<file path="src/rtl/uart_pkg.sv">
// Shared UART definitions: FSM state encoding and frame/oversampling constants.
// Latency: n/a (package only).
// Backpressure: n/a.
package uart_pkg;

    typedef enum logic [1:0] {
        idle,
        start,
        data,
        stop
    } state_type;

    localparam int OVERSAMPLE     = 16;
    localparam int MID_START_TICK = 7;
    localparam int DATA_BITS      = 8;

    localparam logic [3:0] LAST_TICK    = 4'(OVERSAMPLE - 1);
    localparam logic [3:0] MID_TICK     = 4'(MID_START_TICK);
    localparam logic [2:0] LAST_BIT_IDX = 3'(DATA_BITS - 1);

endpackage

</file>
<file path="src/rtl/sync_2ff.sv">
// Two-flop synchronizer for a single asynchronous input; both stages reset to 1.
// Latency: 2 clk cycles.
// Backpressure: none, free-running.
module sync_2ff (
    input  logic clk,
    input  logic reset,
    input  logic async_in,
    output logic sync_out
);

    logic meta_d, meta_q;
    logic sync_d, sync_q;

    always_comb begin
        meta_d = async_in;
        sync_d = meta_q;
    end

    always_ff @(posedge clk or posedge reset) begin
        if (reset) begin
            meta_q <= 1'b1;
            sync_q <= 1'b1;
        end else begin
            meta_q <= meta_d;
            sync_q <= sync_d;
        end
    end

    assign sync_out = sync_q;

endmodule

</file>
<file path="src/rtl/uart_rx.sv">
// 8N1 UART receiver, 16x oversampled; stop-bit checking enabled by UART_RX_FRAME_CHECK_EN.
// Latency: byte strobed one cycle after the mid-stop-bit sample (plus 2-cycle input sync).
// Backpressure: none; rx_done_tick is a one-cycle strobe, consumer must take data_byte.
module uart_rx
    import uart_pkg::*;
(
    input  logic       clk,
    input  logic       reset,
    input  logic       sample_tick,
    input  logic       rx,
    output logic [7:0] data_byte,
    output logic       rx_done_tick,
    output logic       frame_err_tick
);

    logic rx_s;

    state_type  state_d, state_q;
    logic [3:0] tick_d, tick_q;
    logic [2:0] bit_count_d, bit_count_q;
    logic [7:0] shift_d, shift_q;
    logic [7:0] data_byte_d, data_byte_q;
    logic       rx_done_d, rx_done_q;
`ifdef UART_RX_FRAME_CHECK_EN
    logic       frame_err_d, frame_err_q;
`endif

    sync_2ff u_rx_sync (
        .clk      (clk),
        .reset    (reset),
        .async_in (rx),
        .sync_out (rx_s)
    );

    always_comb begin
        state_d     = state_q;
        tick_d      = tick_q;
        bit_count_d = bit_count_q;
        shift_d     = shift_q;
        data_byte_d = data_byte_q;
        rx_done_d   = 1'b0;
`ifdef UART_RX_FRAME_CHECK_EN
        frame_err_d = 1'b0;
`endif
        case (state_q)
            idle: begin
                if (!rx_s) begin
                    state_d = start;
                    tick_d  = 4'd0;
                end
            end
            start: begin
                if (sample_tick) begin
                    if (tick_q == MID_TICK) begin
                        if (!rx_s) begin
                            state_d     = data;
                            tick_d      = 4'd0;
                            bit_count_d = 3'd0;
                        end else begin
                            state_d = idle;
                        end
                    end else begin
                        tick_d = tick_q + 4'd1;
                    end
                end
            end
            data: begin
                if (sample_tick) begin
                    if (tick_q == LAST_TICK) begin
                        shift_d = {rx_s, shift_q[7:1]};
                        tick_d  = 4'd0;
                        if (bit_count_q == LAST_BIT_IDX) begin
                            state_d = stop;
                        end else begin
                            bit_count_d = bit_count_q + 3'd1;
                        end
                    end else begin
                        tick_d = tick_q + 4'd1;
                    end
                end
            end
            stop: begin
                if (sample_tick) begin
                    if (tick_q == LAST_TICK) begin
                        // Back to idle at mid stop bit so an immediate next start edge is caught.
                        state_d = idle;
`ifdef UART_RX_FRAME_CHECK_EN
                        if (rx_s) begin
                            data_byte_d = shift_q;
                            rx_done_d   = 1'b1;
                        end else begin
                            frame_err_d = 1'b1;
                        end
`else
                        data_byte_d = shift_q;
                        rx_done_d   = 1'b1;
`endif
                    end else begin
                        tick_d = tick_q + 4'd1;
                    end
                end
            end
            default: state_d = idle;
        endcase
    end

    always_ff @(posedge clk or posedge reset) begin
        if (reset) begin
            state_q     <= idle;
            tick_q      <= 4'd0;
            bit_count_q <= 3'd0;
            shift_q     <= 8'h00;
            data_byte_q <= 8'h00;
            rx_done_q   <= 1'b0;
        end else begin
            state_q     <= state_d;
            tick_q      <= tick_d;
            bit_count_q <= bit_count_d;
            shift_q     <= shift_d;
            data_byte_q <= data_byte_d;
            rx_done_q   <= rx_done_d;
        end
    end

`ifdef UART_RX_FRAME_CHECK_EN
    always_ff @(posedge clk or posedge reset) begin
        if (reset) begin
            frame_err_q <= 1'b0;
        end else begin
            frame_err_q <= frame_err_d;
        end
    end

    assign frame_err_tick = frame_err_q;
`else
    assign frame_err_tick = 1'b0;
`endif

    assign data_byte    = data_byte_q;
    assign rx_done_tick = rx_done_q;

endmodule

</file>
<file path="config.mk">
export PLATFORM = sky130hd
export DESIGN_NAME = uart_rx
export DESIGN_NICKNAME = d
export VERILOG_FILES = /design/src/rtl/uart_pkg.sv /design/src/rtl/sync_2ff.sv /design/src/rtl/uart_rx.sv
export SDC_FILE = /design/constraint.sdc
export NUM_CORES = 1
export LEC_CHECK = 0
export CORE_UTILIZATION = 35
export CTS_CLUSTER_SIZE = 24
export DETAILED_ROUTE_END_ITERATION = 8
export PLACE_DENSITY = 0.58
export SLEW_MARGIN = 25
export SYNTH_ARGS = -nofsm -noshare
export SYNTH_HDL_FRONTEND = slang
export SYNTH_SLANG_ARGS = --single-unit
</file>
<file path="constraint.sdc">
create_clock -name clk -period 1.79 [get_ports clk]
set_input_delay 0.358 -clock clk [delete_from_list [all_inputs] [get_ports clk]]
set_output_delay 0.358 -clock clk [all_outputs]
set_load 0.05 [all_outputs]
</file>
---- After elaboration in Yosys (flattened, before gate mapping) ----
Cells that the tools add are included.
storage, ports and cells
  register bits after elaboration ......... 28
  ROM bits ................................ 0
  RAM bits ................................ 0
  memories ................................ 0
  bits in latches ......................... 0
  output and inout bits ................... 10
  bits of input ports ..................... 4
  logic and storage cells ................. 62
cells by class
  div/mod/pow operators ................... 0
  $add $sub $neg .......................... 2
  bitwise logic cells ..................... 0
  $lt $le $gt $ge ......................... 0
  muxes and demuxes ....................... 28
  reduce and logical (&&, ||, !) cells .... 7
  shifts and indexed selects .............. 0
  multipliers ............................. 0
  eq/ne operators ......................... 17
operators by type and width
  kind                                                             count
  4-bit two-way mux                                                7
  2-bit inequality test, second input constant                     11
  2-bit two-way mux                                                9
  3-bit two-way mux                                                6
  4-bit case mux with 4 select lines                               1
  2-bit case mux with 4 select lines                               1
  8-bit AND reduction                                              1
  7-bit AND reduction                                              1
  3-bit case mux with 2 select lines                               1
  3-bit AND reduction                                              2
  4-bit by 1-bit adder with 4-bit output, second input constant    1
  2-bit == test, second input constant                             2
  4-bit by 3-bit == test with 1-bit output, second input constant  1
  4-bit == test, second input constant                             1
  4-bit AND reduction                                              1
  3-bit by 1-bit adder with 3-bit output, second input constant    1
  3-bit == test, second input constant                             1
  1-bit two-way mux                                                3
  2-bit by 1-bit == test with 1-bit output, second input constant  1
  2-bit zero test                                                  1
  2-bit nonzero test                                               1

---- Logic depth before layout (Yosys ltp) ----
  depth in word-level cells ............... 5
  depth in mapped cells ................... 6
  gate-level depth less buffers ........... 6

---- Cells and area by module ----
A second synthesis with hierarchy kept.
second synthesis, totals
  cell total of the unflattened synthesis .. 94
  area total of the unflattened synthesis .. 1251.2 um^2
by module, submodules not included
  module    area an instance (um^2)  seq. area each (um^2)  cells each  instances
  uart_rx   1194.9                   650.6                  91          1
  sync_2ff  56.3                     52.6                   3           1

---- Worst setup path before layout ----
No wires, ideal clock.
  path kind ............................... register to register
  start ................................... reg tick_q[0]
  end ..................................... reg shift_q[0]
  setup time .............................. 125 ps
  slack ................................... 215 ps
  required time ........................... 1665 ps
  buffers on the path ..................... 1
  clock period less this slack ............ 1575 ps
  stages on the path, launching flop included .. 6
  arrival time ............................ 1450 ps
  path through ............................ dfrtp_1 > ha_1 > and2_2 > and4_4 > buf_12 > mux2_4
between the ends
  word-level cells in the longest chain between the ends .. 2
ends and longest elaborated chain
  element                               line            text
  start: declaration                    uart_rx.sv:19   logic [3:0] tick_d, tick_q;
  start signal: assignment              uart_rx.sv:117  tick_q <= tick_d;
  4-bit == test                         uart_rx.sv:69   if (tick_q == LAST_TICK) begin
  3-bit AND reduction (no source line)  -
  end signal: assignment                uart_rx.sv:119  shift_q <= shift_d;
  end: declaration                      uart_rx.sv:21   logic [7:0] shift_d, shift_q;
No other way between the ends.
A chain may end at the register's enable or synchronous reset.

---- Final worst setup path ----
  start ................................... reg tick_q[0]
  end ..................................... reg shift_q[6]
Same word-level chain as after synthesis.

==> metrics <==
vias in the first global route=808; complex-gate fraction of the synthesized area=0.0979; Hold Buf Count CTS=0; simple-gate area share of the yosys netlist=0.106; Buf/Inv on CP=0; diode count=0; Final period util=0.935; reg-to-reg slack, setup=0.12 ns; final-report max-slew violation count=0; outcome=complete, no violations; Avg WL per Cell=13.1 µm; Netlist cell types=34; Finished Cell Area=1530 µm²; DRT Wirelength=2.09 mm; CTS tree=built; H-tree levels=1; Die Y-Extent=63.9 µm; crit start category=register; Post-layout nets=120; cts bufs inserted=3; initial antenna violation count=0; clock skew=0.00313 ns; crit path cell chain=ha_1, and2_2, and4_4, mux2_4; worst reg2reg path startpoint=tick_q[0]$_DFFE_PP0P_; Final Hold Vio Count=0; CTS root buf=clkbuf_8; antenna-violating nets left=0; Yosys reg bits=28; vias per cell=4.91; f_max=0.598 GHz; top cells by area, synth=dfrtp_1 48%, mux2_4 8.9%, mux2_2 7.5%; Adder-Cell Fraction of Synth Area=0.0280; Min Clock Period, post-route=1.67 ns; Die Width=63.9 µm; CORE AREA=3660 µm²; Crit path largest cell delay=0.39 ns; Clock Sinks=28; io pins=14; Congestion Overflow GR=0; post-CTS sizing=0; Synth Cell Area=1340 µm²; worst hold margin=0.353 ns; sequential area share after synthesis=0.524; Synth async-reset ratio=1.00; Longest Clk Path Bufs=2; area grow syn2layout=14.1%; Reg area=703 µm²; initial core utilization=0.367; Final setup viols=0; kind of critical path=reg -> reg; drt first-iter violations=39; commonest cells in the netlist=26 x dfrtp_1, 9 x mux2_2, 8 x mux2_4; post-synth top area cell=dfrtp_1; power density over cell area=1140 nW/µm²; VDD IR-drop max=0.611 mV; router iterations before antenna repair=3; syn nets=108; unrepaired setup endpoints after global routing=false; Cells after Synth=101; placed cells=156; Post-CTS Setup Repair Bufs=0; share of cells above drive strength 1=0.375; syn avg cell area=13.3 µm²; most common cell in the netlist=dfrtp_1; share of the synthesized area in the top cell type=0.485; YS warnings=0; die area=4090 µm²; Worst EP arrival=1.84 ns; Top FF cell, synth=dfrtp_1; cell area after placement=1460 µm²; routability cong.=0.710; # rows=22; r2r endpoint=shift_q[6]$_DFFE_PP0P_; Reg clk slew, reported paths=0.10 ns; Vias=785; setup tns final=0 ns; number of port buffers=12; first-pass GRT wire length=3.84 mm; post-synthesis mux area share=0.165; largest net degree at the start of global routing=21; Hold Path Class=in -> async; worst path required time=1.96 ns; Global Route Usage Sum=0.121; Critical Path Sink Type=register; Pwr Total=0.00174 W; main combinational cell family by area after synthesis=multiplexers; post-synthesis xor/xnor area fraction=0.0121; later-pin clock latency in the skew report=0.28 ns; Post-synth EDFFs=0; area of the multi-input gates=553 µm²; fin cells=160; # DRC=0; Worst path top cell family by delay=simple AND/OR/NAND/NOR gates; crit-path max FO=8; Lkg Pwr=0.735 nW; Critical Path Slowest Stage Cell=dfrtp_1; Post-DP HPWL=1.45 mm; R2R depth=4; Fill cells=345; max-cap viol count=0
==> how the worst max path moves through the flow <==
stage                     cells past startpoint                endpoint  slack [ns]                   from
after CTS                                     4  shift_q[6]$_DFFE_PP0P_        0.11  tick_q[0]$_DFFE_PP0P_
final                                         4  shift_q[6]$_DFFE_PP0P_        0.12  tick_q[0]$_DFFE_PP0P_
after floorplan                               5  shift_q[0]$_DFFE_PP0P_        0.22  tick_q[0]$_DFFE_PP0P_
after detailed placement                      4  shift_q[3]$_DFFE_PP0P_       -0.06            sample_tick
after global placement                        4  shift_q[6]$_DFFE_PP0P_       -0.04            sample_tick
after global routing                          4  shift_q[6]$_DFFE_PP0P_        0.04  tick_q[0]$_DFFE_PP0P_
==> cells by family (layout without fill, tap and decap cells) <==
kind of cell / count (synthesis) / in the layout
buffers and inverters: 12 / 23
adder cells (fa/ha/maj): 3 / 3
multiplexers: 17 / 17
flip-flops: 28 / 28
XOR/XNOR: 1 / 1
other: 1 / 1
AND/OR/NAND/NOR: 21 / 21
AO/OA/AOI/OAI: 18 / 18
==> layout by cell type, fill, tap and decap left out, types with 2 or more instances in the layout <==
cell / netlist / layout
mux2_4: 8 / 8
nand2_1: 5 / 5
mux2_2: 9 / 9
clkbuf_8: 0 / 3
nand3_1: 3 / 3
nor3b_1: 2 / 2
clkdlybuf4s50_1: 0 / 3
dfstp_2: 2 / 2
a22o_1: 2 / 2
o21ai_1: 2 / 2
dfrtp_1: 26 / 26
buf_4: 2 / 10
o21ai_0: 5 / 5
nor2_1: 3 / 3
a31oi_1: 3 / 3
ha_1: 3 / 3
inv_1: 5 / 5
==> stage by stage <==
stage	worst slack (ns)	utilization
after floorplan	0.215	-
after global placement	-0.0412	0.399
after global routing	0.0414	0.418
final	0.117	0.418
after detailed placement	-0.0554	0.399
after CTS	0.111	0.418
==> cell type report <==
type,count,area share
Tap cell,48,0.0392
Inverter,5,0.0123
Timing Repair Buffer,14,0.0817
Multi-Input combinational cell,61,0.361
Clock buffer,3,0.0270
Clock inverter,1,0.0196
Sequential cell,28,0.459
==> routing by layer <==
metal | GRT usage | part of all wire | vias to the layer above | wire length, µm
met1 | 0.171 | 0.51 | 383 | 1080
met5 | 0 | 0 | - | 0
met4 | 0.0426 | 0.013 | 0 | 28
met3 | 0.0268 | 0.033 | 4 | 70
li1 | - | - | 383 | -
met2 | 0.181 | 0.44 | 15 | 918
==> state kept, by name (all words and copies together), names as in the netlist, named ones only <==
signal	flops
bit_count_q	3
data_byte	8
rx_done_tick	1
shift_q	8
state_q	1
tick_q	4
u_rx_sync.meta_q	1
u_rx_sync.sync_out	1
==> where the power goes <==
| group | switching (W) | total [W] | internal, W | leakage [nW] |
|---|---|---|---|---|
| Combinational | 0.000186 | 0.000385 | 0.000199 | 0.331 |
| Clock | 0.000203 | 0.000503 | 0.000300 | 0.0357 |
| Sequential | 0.000152 | 0.000855 | 0.000703 | 0.369 |
(Power assumes the default switching activity.)
